===== src/rtl/adam_pkg.sv =====
// Shared encodings for the ADAM JTAG debug transport: TAP states, IR codes,
// DMI status/op values and DTMCS field layout.
package adam_pkg;

  typedef enum logic [3:0] {
    TAP_TLR, TAP_RTI,
    TAP_SEL_DR, TAP_CAP_DR, TAP_SH_DR, TAP_EX1_DR, TAP_PA_DR, TAP_EX2_DR, TAP_UPD_DR,
    TAP_SEL_IR, TAP_CAP_IR, TAP_SH_IR, TAP_EX1_IR, TAP_PA_IR, TAP_EX2_IR, TAP_UPD_IR
  } tap_state_e;

  localparam int         IR_W       = 5;
  localparam logic [4:0] IR_IDCODE  = 5'h01;
  localparam logic [4:0] IR_DTMCS   = 5'h10;
  localparam logic [4:0] IR_DMI     = 5'h11;
  localparam logic [4:0] IR_CAPTURE = 5'b00001;

  typedef enum logic [1:0] {
    DMI_OK = 2'd0, DMI_RSVD = 2'd1, DMI_FAILED = 2'd2, DMI_BUSY = 2'd3
  } dmistat_e;

  localparam logic [1:0] OP_NOP   = 2'd0;
  localparam logic [1:0] OP_READ  = 2'd1;
  localparam logic [1:0] OP_WRITE = 2'd2;

  localparam int DTMCS_VER_LSB   = 0;
  localparam int DTMCS_ABITS_LSB = 4;
  localparam int DTMCS_STAT_LSB  = 10;
  localparam int DTMCS_IDLE_LSB  = 12;
  localparam int DTMCS_DMIRESET  = 16;
  localparam int DTMCS_HARDRESET = 17;

  function automatic logic [31:0] dtmcs_word(input logic [2:0] idle,
                                             input logic [1:0] stat,
                                             input logic [5:0] abits);
    logic [31:0] w;
    w = '0;
    w[DTMCS_VER_LSB   +: 4] = 4'd1;
    w[DTMCS_ABITS_LSB +: 6] = abits;
    w[DTMCS_STAT_LSB  +: 2] = stat;
    w[DTMCS_IDLE_LSB  +: 3] = idle;
    return w;
  endfunction

endpackage


===== src/rtl/adam_jtag_tap.sv =====
// IEEE 1149.1 TAP controller plus 5-bit instruction register, stepped by
// detected TCK rising edges in the system clock domain.
module adam_jtag_tap import adam_pkg::*; (
  input  logic            i_clk,
  input  logic            i_rst,
  input  logic            i_tck_rise,
  input  logic            i_tms,
  input  logic            i_tdi,
  output tap_state_e      o_state,
  output logic [IR_W-1:0] o_ir,
  output logic            o_ir_tdo
);

  tap_state_e      r_state, w_next;
  logic [IR_W-1:0] r_ir, r_ir_sr;

  always_ff @(posedge i_clk) begin
    if (i_rst)           r_state <= TAP_TLR;
    else if (i_tck_rise) r_state <= w_next;
  end

  always_comb begin
    w_next = r_state;
    unique case (r_state)
      TAP_TLR:    w_next = i_tms ? TAP_TLR    : TAP_RTI;
      TAP_RTI:    w_next = i_tms ? TAP_SEL_DR : TAP_RTI;
      TAP_SEL_DR: w_next = i_tms ? TAP_SEL_IR : TAP_CAP_DR;
      TAP_CAP_DR: w_next = i_tms ? TAP_EX1_DR : TAP_SH_DR;
      TAP_SH_DR:  w_next = i_tms ? TAP_EX1_DR : TAP_SH_DR;
      TAP_EX1_DR: w_next = i_tms ? TAP_UPD_DR : TAP_PA_DR;
      TAP_PA_DR:  w_next = i_tms ? TAP_EX2_DR : TAP_PA_DR;
      TAP_EX2_DR: w_next = i_tms ? TAP_UPD_DR : TAP_SH_DR;
      TAP_UPD_DR: w_next = i_tms ? TAP_SEL_DR : TAP_RTI;
      TAP_SEL_IR: w_next = i_tms ? TAP_TLR    : TAP_CAP_IR;
      TAP_CAP_IR: w_next = i_tms ? TAP_EX1_IR : TAP_SH_IR;
      TAP_SH_IR:  w_next = i_tms ? TAP_EX1_IR : TAP_SH_IR;
      TAP_EX1_IR: w_next = i_tms ? TAP_UPD_IR : TAP_PA_IR;
      TAP_PA_IR:  w_next = i_tms ? TAP_EX2_IR : TAP_PA_IR;
      TAP_EX2_IR: w_next = i_tms ? TAP_UPD_IR : TAP_SH_IR;
      TAP_UPD_IR: w_next = i_tms ? TAP_SEL_DR : TAP_RTI;
      default:    w_next = TAP_TLR;
    endcase
  end

  // Capture/shift/update all act on the rise that leaves the state.
  always_ff @(posedge i_clk) begin
    if (i_rst) begin
      r_ir    <= IR_IDCODE;
      r_ir_sr <= '0;
    end else if (r_state == TAP_TLR) begin
      r_ir <= IR_IDCODE;
    end else if (i_tck_rise) begin
      case (r_state)
        TAP_CAP_IR: r_ir_sr <= IR_CAPTURE;
        TAP_SH_IR:  r_ir_sr <= {i_tdi, r_ir_sr[IR_W-1:1]};
        TAP_UPD_IR: r_ir    <= r_ir_sr;
        default: ;
      endcase
    end
  end

  assign o_state  = r_state;
  assign o_ir     = r_ir;
  assign o_ir_tdo = r_ir_sr[0];

endmodule


===== src/rtl/adam_jtag_dtm.sv =====
// JTAG debug transport module: oversampled JTAG pins, IDCODE/DTMCS/DMI/BYPASS
// data registers and the DMI request/response handshake.
module adam_jtag_dtm import adam_pkg::*; #(
  parameter logic [31:0] IDCODE = 32'h0000_0001,
  parameter int          ABITS  = 7,
  parameter int          IDLE   = 1
) (
  input  logic             i_clk,
  input  logic             i_rst,
  input  logic             i_tck,
  input  logic             i_tms,
  input  logic             i_tdi,
  output logic             o_tdo,
  output logic             o_dmi_req_valid,
  input  logic             i_dmi_req_ready,
  output logic [ABITS-1:0] o_dmi_req_addr,
  output logic [31:0]      o_dmi_req_data,
  output logic [1:0]       o_dmi_req_op,
  input  logic             i_dmi_rsp_valid,
  output logic             o_dmi_rsp_ready,
  input  logic [31:0]      i_dmi_rsp_data,
  input  logic [1:0]       i_dmi_rsp_resp
);

  localparam int DMI_W = ABITS + 34;

  logic [1:0]       r_tck_s, r_tms_s, r_tdi_s;
  logic             r_tck_q, r_tdo;
  logic             w_tck_rise, w_tck_fall, w_tms, w_tdi, w_ir_tdo, w_rsp_hs;
  tap_state_e       w_state;
  logic [IR_W-1:0]  w_ir;
  logic [31:0]      w_dtmcs;
  logic [DMI_W-1:0] r_dr;
  dmistat_e         r_dmistat;
  logic [ABITS-1:0] r_last_addr, r_req_addr;
  logic [31:0]      r_last_data, r_req_data;
  logic [1:0]       r_req_op;
  logic             r_req_valid, r_busy;
  logic [ABITS-1:0] w_upd_addr;
  logic [31:0]      w_upd_data;
  logic [1:0]       w_upd_op;

  always_ff @(posedge i_clk) begin
    if (i_rst) begin
      r_tck_s <= '0;
      r_tms_s <= '0;
      r_tdi_s <= '0;
      r_tck_q <= 1'b0;
    end else begin
      r_tck_s <= {r_tck_s[0], i_tck};
      r_tms_s <= {r_tms_s[0], i_tms};
      r_tdi_s <= {r_tdi_s[0], i_tdi};
      r_tck_q <= r_tck_s[1];
    end
  end

  assign w_tck_rise = r_tck_s[1] & ~r_tck_q;
  assign w_tck_fall = ~r_tck_s[1] & r_tck_q;
  assign w_tms      = r_tms_s[1];
  assign w_tdi      = r_tdi_s[1];

  adam_jtag_tap u_tap (
    .i_clk      (i_clk),
    .i_rst      (i_rst),
    .i_tck_rise (w_tck_rise),
    .i_tms      (w_tms),
    .i_tdi      (w_tdi),
    .o_state    (w_state),
    .o_ir       (w_ir),
    .o_ir_tdo   (w_ir_tdo)
  );

  assign w_dtmcs    = dtmcs_word(3'(IDLE), r_dmistat, 6'(ABITS));
  assign w_upd_addr = r_dr[DMI_W-1 -: ABITS];
  assign w_upd_data = r_dr[33:2];
  assign w_upd_op   = r_dr[1:0];
  assign w_rsp_hs   = r_busy & i_dmi_rsp_valid;

  // Response handling comes first so a same-cycle DTMCS reset overrides it.
  always_ff @(posedge i_clk) begin
    if (i_rst) begin
      r_dr        <= '0;
      r_dmistat   <= DMI_OK;
      r_last_addr <= '0;
      r_last_data <= '0;
      r_req_addr  <= '0;
      r_req_data  <= '0;
      r_req_op    <= OP_NOP;
      r_req_valid <= 1'b0;
      r_busy      <= 1'b0;
    end else begin
      if (r_req_valid && i_dmi_req_ready) r_req_valid <= 1'b0;
      if (w_rsp_hs) begin
        r_busy      <= 1'b0;
        r_last_data <= i_dmi_rsp_data;
        if (i_dmi_rsp_resp != 2'd0 && r_dmistat == DMI_OK) r_dmistat <= DMI_FAILED;
      end
      if (w_tck_rise) begin
        case (w_state)
          TAP_CAP_DR: begin
            case (w_ir)
              IR_IDCODE: r_dr <= DMI_W'({IDCODE[31:1], 1'b1});
              IR_DTMCS:  r_dr <= DMI_W'(w_dtmcs);
              IR_DMI: begin
                r_dr <= {r_last_addr, r_last_data, (r_busy ? DMI_BUSY : r_dmistat)};
                if (r_busy) r_dmistat <= DMI_BUSY;
              end
              default:   r_dr <= '0;
            endcase
          end
          TAP_SH_DR: begin
            case (w_ir)
              IR_IDCODE, IR_DTMCS: r_dr[31:0] <= {w_tdi, r_dr[31:1]};
              IR_DMI:              r_dr <= {w_tdi, r_dr[DMI_W-1:1]};
              default:             r_dr[0] <= w_tdi;
            endcase
          end
          TAP_UPD_DR: begin
            if (w_ir == IR_DTMCS) begin
              if (r_dr[DTMCS_HARDRESET]) begin
                r_dmistat   <= DMI_OK;
                r_busy      <= 1'b0;
                r_req_valid <= 1'b0;
              end else if (r_dr[DTMCS_DMIRESET]) begin
                r_dmistat <= DMI_OK;
              end
            end else if (w_ir == IR_DMI) begin
              if (r_busy) begin
                r_dmistat <= DMI_BUSY;
              end else if (r_dmistat == DMI_OK && (w_upd_op == OP_READ || w_upd_op == OP_WRITE)) begin
                r_req_valid <= 1'b1;
                r_busy      <= 1'b1;
                r_req_addr  <= w_upd_addr;
                r_req_data  <= w_upd_data;
                r_req_op    <= w_upd_op;
                r_last_addr <= w_upd_addr;
              end
            end
          end
          default: ;
        endcase
      end
    end
  end

  always_ff @(posedge i_clk) begin
    if (i_rst)           r_tdo <= 1'b0;
    else if (w_tck_fall) r_tdo <= (w_state == TAP_SH_IR) ? w_ir_tdo :
                                  (w_state == TAP_SH_DR) ? r_dr[0] : 1'b0;
  end

  assign o_tdo           = r_tdo;
  assign o_dmi_req_valid = r_req_valid;
  assign o_dmi_req_addr  = r_req_addr;
  assign o_dmi_req_data  = r_req_data;
  assign o_dmi_req_op    = r_req_op;
  assign o_dmi_rsp_ready = r_busy;

endmodule


===== config.mk =====
export PLATFORM = sky130hd
export DESIGN_NAME = adam_jtag_dtm
export DESIGN_NICKNAME = d
export VERILOG_FILES = /design/src/rtl/adam_pkg.sv /design/src/rtl/adam_jtag_tap.sv /design/src/rtl/adam_jtag_dtm.sv
export SDC_FILE = /design/constraint.sdc
export NUM_CORES = 1
export LEC_CHECK = 0
export CAP_MARGIN = 20
export CORE_AREA = 2 2 106 108
export DETAILED_ROUTE_END_ITERATION = 7
export DIE_AREA = 0 0 108 110
export DONT_BUFFER_PORTS = 1
export MAX_ROUTING_LAYER = met4
export PLACE_DENSITY = 0.81
export SLEW_MARGIN = 20
export SYNTH_ARGS = -nofsm -noshare
export SYNTH_HDL_FRONTEND = slang
export SYNTH_HIERARCHICAL = 1
export SYNTH_SLANG_ARGS = --single-unit

===== constraint.sdc =====
create_clock -name i_clk -period 2.1 [get_ports i_clk]
set_clock_uncertainty 0.15 [all_clocks]
set_input_delay 0.42 -clock i_clk [delete_from_list [all_inputs] [get_ports i_clk]]
set_output_delay 0.42 -clock i_clk [all_outputs]
set_load 0.01 [all_outputs]

Word level (Yosys, flattened, before mapping)
Cells that the tools add are included.

Equal/unequal tests: 22. Muxes and demuxes: 47. Bitwise gates (word level): 8. Reduce and logical (&&, ||, !) cells: 21.

Operators by type and width (number): case mux 41 bit (3 select lines) (1); case mux 41 bit (2 select lines) (1); case mux 31 bit (2 select lines) (1); case mux 4 bit (12 select lines) (1); equality test 4 bit, second input constant (8); 2-to-1 mux 2 bit (12); 2-to-1 mux 1 bit (22); equality test 4 x 3 -> 1 bit, second input constant (4); 2-to-1 mux 4 bit (4); equality test 5 bit, second input constant (2); case mux 5 bit (2 select lines) (1); 2-to-1 mux 9 bit (1); AND reduction 3 bit (3); equality test 4 x 2 -> 1 bit, second input constant (2); OR reduction 2 bit (4); 2-to-1 mux 3 bit (2); AND reduction 6 bit (1); nonzero test 2 bit (3); OR reduction 3 bit (2); equality test 5 x 1 -> 1 bit, second input constant (1); inverter 1 bit (5); equality test 4 x 1 -> 1 bit, second input constant (1); zero test 4 bit (1); case mux 2 bit (2 select lines) (1); 9 further kinds (14).

Register bits after elaboration: 140. Bits of input ports: 41. Output and inout bits: 44.

Logic depth before layout (Yosys ltp)
Word-level depth: 9. Depth in mapped cells: 7. Gate-level depth less buffers: 5.

Hierarchy
Netlist, hierarchy kept.

Modules (own cells, without submodules): adam_jtag_dtm (instances 1, cells each 647, area an instance 5255.0 um^2, sequential area each 2522.4 um^2); adam_jtag_tap (instances 1, cells each 95, area an instance 787.0 um^2, sequential area each 280.3 um^2).

Worst setup path after synthesis
Ideal clock, no wire load.

Path kind: reg-to-reg. Start: reg u_tap.r_state[1] (netlist: u_tap/o_state[1]). End: reg r_req_addr[1] (netlist: o_dmi_req_addr[1]). Arrival: 1797 ps. Required time: 1818 ps. Setup slack: 20 ps. Stages on the path, launching flop included: 6. Path buffers: 1. Clock period less this slack: 2080 ps. Path through: dfxtp_1 > or4b_1 > or4_1 > buf_2 > o21ai_1 > a21oi_1.

Word-level cells in the longest chain between the ends: 2.

RTL lines: start: declaration (RTL line adam_jtag_tap.sv:14) `tap_state_e r_state, w_next;`; start signal: assignment (RTL line adam_jtag_tap.sv:19) `else if (i_tck_rise) r_state <= w_next;`; equality test 4 bit (RTL line adam_jtag_dtm.sv:99) `case (w_state)`; AND reduction 6 bit (no source line); end signal: assignment (RTL line adam_jtag_dtm.sv:133) `r_req_addr <= w_upd_addr;`; end: declaration (RTL line adam_jtag_dtm.sv:35) `logic [ABITS-1:0] r_last_addr, r_req_addr;`.

Every way passes these cells. A chain may end at the register's enable or synchronous reset.

Worst setup path after layout
Start: reg u_tap.r_state[0] (netlist: u_tap/o_state[0]). End: reg r_req_addr[2] (netlist: o_dmi_req_addr[2]).

The elaborated chain is that of the path after synthesis.

==> summary.md <==
| Metric | Value |
|---|---|
| Status | finished with violations |
| Failing checks | hold timing, setup timing |
| Fin crit period | around 2200 ps |
| Leakage | approximately 2.5 nW |
| DP Cell Count | around 840 |
| Fin Setup TNS | -104.8 ps |
| Final instance area | 7591 um2 |
| Reg2reg setup slack | -70 ps |
| Nature of the critical path endpoint | flop |
| CP max FO | 7 |
| Top_reg_cell synth | dfxtp_1 |
| TritonRoute pass-1 iters | 6 |
| CTS root buf | clkbuf_8 |
| Startpoint types | flop |
| Slew Limit Fails | 0 |
| Multi-input gate area | slightly above 3000 um2 |
| Crit path arrival time | 2470 ps |
| EDFF count, synth | 0 |
| Register area share after synthesis | 0.4639 |
| Fin crit share | 1.034 |
| TritonCTS buffer count | 17 |
| Yosys cell types | 57 |
| Clock-pin slew on the worst setup and hold paths | around 60 ps |
| Initial Utilization | 0.5648 |
| Commonest non-fill, non-tap cell in the layout | dfxtp_1 |
| Final wirelength | around 18 mm |
| Finished Layout Cells | 922 |
| CP Launch Point | u_tap/o_state[0]$_SDFFE_PP0P_ |
| Fin nets | 812 |
| Synth Instances | roughly 740 |
| Final Hold Slack | -185.7 ps |
| Antenna cells | 0 |
| Share of cells above drive strength 1 | 0.1573 |
| Syn avg cell area | approximately 8 um2 |
| Port bufs | 0 |
| Total number of yosys warnings | 6 |
| Post-Place Cell Area | 6256 um2 |
| Clk buf depth | 2 |
| Number of global-route vias before repair | approximately 5300 |
| Die Y-Extent | 110 um |
| Core area | between 10000 and 15000 um2 |
| Largest net degree at the start of global routing | between 100 and 150 |
| Detailed Place HPWL | about 10 mm |
| Die area | approximately 12000 um2 |
| Setup ws final | -72.29 ps |
| Drt drc | 0 |
| Vias | approximately 6000 |
| Skew-Pair Late Insertion Delay | approximately 530 ps |
| Final ANT Viol Nets | 0 |
| Final setup fails | 5 |
| CP Data Required Time | around 2400 ps |
| I/O pin cnt | between 80 and 90 |
| Least-Margin Pin Slew | roughly 590 ps |
| Chip width | around 110 um |
| Max-cap viol count | 0 |
| TritonCTS clock tree | yes |
| H-tree depth | 4 |
| Worst r2r src | u_tap/o_state[0]$_SDFFE_PP0P_ |
| Post-synth ARST share | 0 |
| Placer Congestion | roughly 0.90 |
| Max frequency | between 400 and 500 MHz |
| Rows | 38 |
| # fillers | between 700 and 800 |
| #FFs+latches synth | 140 |
| Hold_buf cts | 40 |
| Cell area after synthesis | between 6000 and 7000 um2 |
| Final Hold Vio Count | 96 |
| Crit Path Class | flop to flop |
| Post-Syn Nets | 783 |
| DRT iter0 DRCs | ~660 |
| Initial antenna violation count | 0 |
| HP Start | i_rst |
| First-pass GRT wire length | 26.42 mm |
| Max transition margin | 0.6047 |
| Via density | about 6.5 |
| Peak VDD IR | 474.0 uV |
| Clock Sink Count | 140 |
| Commonest non-fill, non-tap cells in the layout | 138 x dfxtp_1, 111 x a21oi_1, 99 x nand2_1 |
| Average wire per standard cell | roughly 20 um |
| Unrepaired setup endpoints after global routing | yes |
| Worst Hold Class | primary input to flop |
| Tot GR Track Use | 0.2934 |
| Grt total ovfl | 0 |
| Power Dens Cells | between 700 and 800 nW/um2 |
| Syn-to-layout area delta | 25.64% |
| Reg area | roughly 2800 um2 |
## registers in the layout, summed over array words and instances, names as in the netlist
register,cells
r_dr,41
o_dmi_req_data,32
r_last_data,32
o_dmi_req_addr,7
u_tap/o_ir,5
u_tap/r_ir_sr,5
u_tap/o_state,4
o_dmi_req_op,2
r_dmistat,2
r_tck_s,2
r_tdi_s,2
r_tms_s,2
o_dmi_req_valid,1
o_dmi_rsp_ready,1
o_tdo,1
r_tck_q,1
## cell families after synthesis
logic type | Yosys count | share of synthesized area
AO/OA/AOI/OAI | 251 | 0.2495
XOR/XNOR | 2 | 0.002900
buffers and inverters | 89 | 0.06564
flip-flops | 140 | 0.4639
multiplexers | 4 | 0.006834
AND/OR/NAND/NOR | 256 | 0.2112
## final timing paths
kind	end	cells after the start
worst min register to register	u_tap/r_ir_sr[2]$_SDFFE_PP0P_	2
worst min-delay path	u_tap/r_ir_sr[4]$_SDFFE_PP0P_	1
worst max-delay path	o_dmi_req_addr[2]$_SDFFE_PP0P_	7
worst max register to register	o_dmi_req_addr[2]$_SDFFE_PP0P_	7
## where the power goes
part | leakage [nW] | total [W] | switching, W | internal, W
Sequential | 1.13 | 0.00267 | 0.00000845 | 0.00266
Combinational | 1.06 | 0.0000557 | 0.0000267 | 0.0000290
Clock | 0.300 | 0.00311 | 0.00113 | 0.00198
## per-layer routing
metal	track usage	share of wire	vias up
met5	-	0	-
met4	0.1200	0.027	0
met3	0.07937	0.098	58
met2	0.4313	0.47	367
met1	0.3849	0.40	2801
li1	-	-	2755
## critical path, stage by stage (launching register included)
cell,delay [ps]
dfxtp_4,360
or4b_4,560
buf_6,150
nor4_4,180
buf_6,220
clkbuf_16,170
nand3_1,90
a21oi_1,210
## cell usage after synthesis (all sizes together), types with 10 or more instances
cell	count	area, um2
and3	10	63.81
dfxtp	140	2803
a221oi	11	96.34
o21ai	53	269.0
inv	17	63.81
nor2	12	45.04
nand2	99	371.6
clkbuf	43	161.4
nor3	10	50.05
nor2b	13	81.33
a311oi	29	254.0
nand3	75	375.4
a21oi	123	615.6
buf	29	171.4
## through the flow
stage | util | power, W | worst slack, ps
2_1_floorplan | - | 0.002793 | 20.31
3_3_place_gp | 0.5848 | 0.002766 | 79.25
3_5_place_dp | 0.5848 | 0.002770 | -59.96
4_1_cts | 0.6808 | 0.005832 | 2.853
5_1_grt | 0.7096 | 0.005974 | -127.6
6_report | 0.7096 | 0.005837 | -72.29
## area by class of cell
class / count / share of cell area
Clock buffer: 19 / 0.05818
Multi-Input combinational cell: 513 / 0.3994
Tap cell: 140 / 0.02308
Inverter: 17 / 0.008901
Timing Repair Buffer: 82 / 0.1183
Sequential cell: 140 / 0.3699
Clock inverter: 11 / 0.02225
## timing repair
action / in CTS / in global routing
hold endpoints to repair: 139 / 96
buffers inserted: 1 / 3
gates resized for setup: 2 / 49
pin swaps: 1 / 4
endpoints found under the setup margin: 13 / 110
cloned: 0 / 6
No activity file was read; power rests on OpenSTA's default activity.
